### src/rtl/pattern_locater.sv
// rtl/pattern_locater.sv - serial frame-sync pattern locator with frame position and match sequence
module pattern_locater #(
    parameter logic [3:0] PATTERN   = 4'b1110,
    parameter int         FRAME_LEN = 20
) (
    input  logic       CLK,
    input  logic       SCLR,
    input  logic       IN_DATA,
    output logic       PDET,
    output logic [4:0] LOC,
    output logic [1:0] SEQ
);

    localparam logic [4:0] LAST_POS = 5'(FRAME_LEN - 1);

    logic [3:0] sr;
    logic [4:0] pos;
    logic [1:0] fill;
    logic [3:0] window;
    logic       match;

    // fill reaching 3 means three earlier bits exist, so the incoming bit completes a real window
    always_comb begin
        window = {sr[2:0], IN_DATA};
        match  = (window == PATTERN) && (fill == 2'd3);
    end

    always_ff @(posedge CLK) begin
        if (SCLR) begin
            sr   <= 4'd0;
            pos  <= 5'd0;
            fill <= 2'd0;
            PDET <= 1'b0;
            LOC  <= 5'd0;
            SEQ  <= 2'd0;
        end else begin
            sr   <= window;
            pos  <= (pos == LAST_POS) ? 5'd0 : pos + 5'd1;
            if (fill != 2'd3) begin
                fill <= fill + 2'd1;
            end
            PDET <= match;
            if (match) begin
                LOC <= pos;
                SEQ <= SEQ + 2'd1;
            end
        end
    end

endmodule

### config.mk
export PLATFORM = sky130hd
export DESIGN_NAME = pattern_locater
export DESIGN_NICKNAME = d
export VERILOG_FILES = /design/src/rtl/pattern_locater.sv
export SDC_FILE = /design/constraint.sdc
export NUM_CORES = 1
export LEC_CHECK = 0
export CORE_ASPECT_RATIO = 1.1
export CORE_UTILIZATION = 50
export CTS_BUF_LIST = sky130_fd_sc_hd__clkbuf_16
export CTS_CLUSTER_DIAMETER = 40
export DETAILED_ROUTE_END_ITERATION = 6
export PLACE_DENSITY_LB_ADDON = 0.08
export SETUP_SLACK_MARGIN = 0.5
export SYNTH_ARGS = -nofsm -noshare
export SYNTH_HDL_FRONTEND = slang
export SYNTH_SLANG_ARGS = --single-unit
### constraint.sdc
create_clock -name CLK -period 1.7 [get_ports CLK]
set_input_delay 0.255 -clock CLK [delete_from_list [all_inputs] [get_ports CLK]]
set_output_delay 0.255 -clock CLK [all_outputs]
set_load 0.05 [all_outputs]
==> After elaboration in Yosys (flattened, before gate mapping) <==
Cells that the tools add are included.
W data, S select, Z words.
{ "word_totals": {"wordCells": 15, "in_bits": 3, "output_inout_bits": 8, "ff_bits": 18} }
{ "op_classes": {"addsub": 3, "eq_ne": 4, "reduce_logical": 2} }
{ "ops": {"columns": ["operator", "count"], "rows": [
  ["$add A5 B1 Y5 const B", 1],
  ["$eq A5 B5 Y1 const B", 1],
  ["$add A2 B1 Y2 const B", 2],
  ["$eq A4 B4 Y1 const B", 1],
  ["$eq A2 B2 Y1 const B", 1],
  ["$ne A2 B2 Y1 const B", 1],
  ["$reduce_or A2 Y1", 1],
  ["$logic_and A1 B1 Y1", 1]
]} }

==> Logic depth before layout (Yosys ltp) <==
{ "logic_depth": {"ltp_word": 2, "mapped_depth": 4, "mapped_depth_nobuf": 4} }

==> Worst setup path before layout <==
No wires, ideal clock.
{ "synth_path": {"kind": "reg2reg", "start": "register fill[0]", "end": "register SEQ[0]", "path_buffers": 0, "t_required_ps": 1579, "synth_period_minus_slack_ps": 1456, "t_arrival_ps": 1335, "stages_incl_launch_ff": 4, "setup_time_ps": 121, "slack_ps": 244, "path_cell_list": "dfxtp_1 > ha_1 > nor4b_4 > mux2_4"} }
{ "synth_via": {"elab_chain_len": 2} }
{ "synth_lines": {"columns": ["item", "line", "source"], "rows": [
  ["start, declared", "18", "logic [1:0] fill;"],
  ["start signal, assigned", "40", "fill <= fill + 2'd1;"],
  ["$eq A2 B2 Y1", "25", "match = (window == PATTERN) && (fill == 2'd3);"],
  ["$logic_and A1 B1 Y1", "25", null],
  ["end signal, assigned", "45", "SEQ <= SEQ + 2'd1;"],
  ["end, declared", "11", "output logic [1:0] SEQ"]
]} }
Every way passes these cells.
A chain may end at the register's enable or synchronous reset.

==> Worst setup path in the final report <==
{ "layout_path": {"start": "register sr[1]", "end": "register LOC[4]"} }
{ "layout_via": {"elab_chain_len": 2} }
{ "layout_lines": {"columns": ["item", "line", "source"], "rows": [
  ["start, declared", "16", "logic [3:0] sr;"],
  ["start signal, assigned", "37", "sr <= window;"],
  ["$eq A4 B4 Y1", "25", null],
  ["$logic_and A1 B1 Y1", "25", null],
  ["end signal, assigned", "44", "LOC <= pos;"],
  ["end, declared", "10", "output logic [4:0] LOC,"]
]} }
Every way passes these cells.

==> out/metrics.csv <==
metric,value,unit
Unique masters post-synth,24,
Synth area leader,dfxtp_1,
fraction of registers with async set/reset,0,%
crit path kind,reg2reg,
CTS Hold Bufs,0,
setup TNS,0,ns
Least-Margin Pin Slew,0.281,ns
drt initial violations,4,
worst hold slack,0.467,ns
Core Area,1370,sq um
Seq cells post-synth,18,
Clock Skew,0.000877,ns
Crit. End Element,register,
Antenna Nets Post-Route,0,
area occupied by multi-input gates,368,sq um
Post-synth EDFFs,0,
Post-Route WL,1220,um
"Clk Latency, worst-skew pair",0.24,ns
utilization after layout,70.6,%
Die X,38.4,um
die area,1610,sq um
I/O pin count,11,
initial antenna violation count,0,
Initial Utilization,53.3,%
period utilization,70.7,%
"Net Count, Synth",75,
clk sinks,18,
Final Non-Filler Cells,102,
Worst VDD drop,0.649,mV
placed cell area,853,sq um
CP peak stage delay,0.35,ns
Synth Cell Area,728,sq um
total CTS buffers,3,
final instance area,965,sq um
pwr/cell area,1040,nW/um^2
Hold Path Class,in2reg,
GP Congestion,0.605,
Leak Pwr,0.388,nW
highest-delay cell along the critical path,dfxtp_2,
register area share after synthesis,49.5,%
"critical path, cell by cell",nand2_4 -> nor4b_4 -> buf_6 -> mux2i_1,
CTS tree,yes,
outcome,completed,
filler cell count in the final layout,105,
# diodes,0,
Reg area,368,sq um
Fin. Hold Viols,0,
H-tree depth,1,
detailed-route DRC error count,0,
Die H,42.0,um
gr usage total,16.8,%
layout cell share with drive strength beyond 1,31.4,%
Final Setup Violations,0,
top post-synthesis cells by area,"dfxtp_1, nand2b_1, mux2i_1",
Worst Path Buf+Inv,1,
most frequent cells in the layout,"dfxtp_1, nand2b_1, buf_4",
gr ovfl total,0,
routed vias,515,
Relative slew margins,81.2,%
first-pass GRT wire length,1900,um
crit path launch type,register,
root buffer cell,clkbuf_16,
CP max FO,6,
top cell type's share of synthesized area,49.5,%
final period demand of the worst path,1.20,ns
"commonest non-fill, non-tap cell in the layout",dfxtp_1,
vias per inst,5.05,
RSZ-0062 raised after global routing,yes,
Max-Cap Viols,0,
critical path arrival,1.37,ns
Core Rows,14,
cell family with most CP delay,simple AND/OR/NAND/NOR gates,
Slew Limit Fails,0,
pin count of the biggest net entering global routing,15,
Peak Freq,832,MHz
routed wire length per instance,12.0,um
Avg Inst Size Synth,10.4,sq um
CTS Buffer Depth,2,
area growth from synthesis to layout,32.5,%
Placed Cells,96,
Syn Inst Count,70,
via count of the first global-routing pass,491,
"Reg clk slew, reported paths",0.05,ns
nets@finish,92,
dpl hpwl,908,um
PortBufs,10,
data required time of the worst path,1.87,ns
drt first pass iters,3,
ys flop type,dfxtp_1,
Syn. warnings,0,
==> repair_timing <==
action,CTS,global route
resized for setup,6,6
endpoints found under the hold margin,0,0
setup endpoints to repair,13,8
pin swaps,2,2
buffers inserted,1,1
==> per-stage QoR <==
stage | setup WS [ns] | power [mW]
CTS | 0.451 | 1.01
finish | 0.498 | 1.01
floorplan | 0.341 | 0.526
global route | 0.427 | 1.05
detailed placement | 0.127 | 0.553
global placement | 0.144 | 0.543
==> flip-flops by register name (all words and copies together) (netlist names) <==
| name | flops |
|---|---|
| PDET | 1 |
| pos | 5 |
| SEQ | 2 |
| sr | 3 |
| LOC | 5 |
| fill | 2 |
==> path summary, 6_finish.rpt <==
kind / start / endpoint / slack (ns) / cells after the start
setup / recovery: sr[1] / LOC[4] / 0.50 / 4
hold / removal: SCLR / sr[1] / 0.47 / 2
setup reg to reg: sr[1] / LOC[4] / 0.50 / 4
hold reg to reg: LOC[0] / LOC[0] / 0.48 / 2
==> synthesized netlist by cell type, types with 2 or more instances <==
master,n
nand2_1,2
mux2i_1,6
nor2_1,7
nor2b_1,4
nand2b_1,10
dfxtp_1,18
clkbuf_1,2
ha_1,2
inv_1,3
xor2_1,2
==> kinds of logic after synthesis <==
logic type / count (synthesis) / synth area share, %
buffers and inverters: 6 / 3.09
multiplexers: 8 / 11.9
adder cells (fa/ha/maj): 2 / 3.44
XOR/XNOR: 3 / 3.61
flip-flops: 18 / 49.5
AND/OR/NAND/NOR: 28 / 23.9
AO/OA/AOI/OAI: 5 / 4.64
==> where the power goes <==
group | total, mW | internal, mW | switching [mW]
combinational | 0.0841 | 0.0493 | 0.0348
clock | 0.456 | 0.312 | 0.144
sequential | 0.468 | 0.447 | 0.0213
==> routing by layer <==
layer	global-route usage (%)	up-vias	routed length, um
met4	10.3	0	8
met1	17.8	243	490
met2	30.2	6	688
met5	0	-	0
li1	-	264	-
met3	1.60	2	34
==> area by class of cell <==
class / count / area share, %
tap: 16 / 2.08
timing repair buffer: 14 / 11.9
inverter: 4 / 1.56
multi-input combinational: 46 / 38.1
clock inverter: 1 / 0.389
sequential: 18 / 38.1
clock buffer: 3 / 7.78
Power figures use the tool's default switching activity.
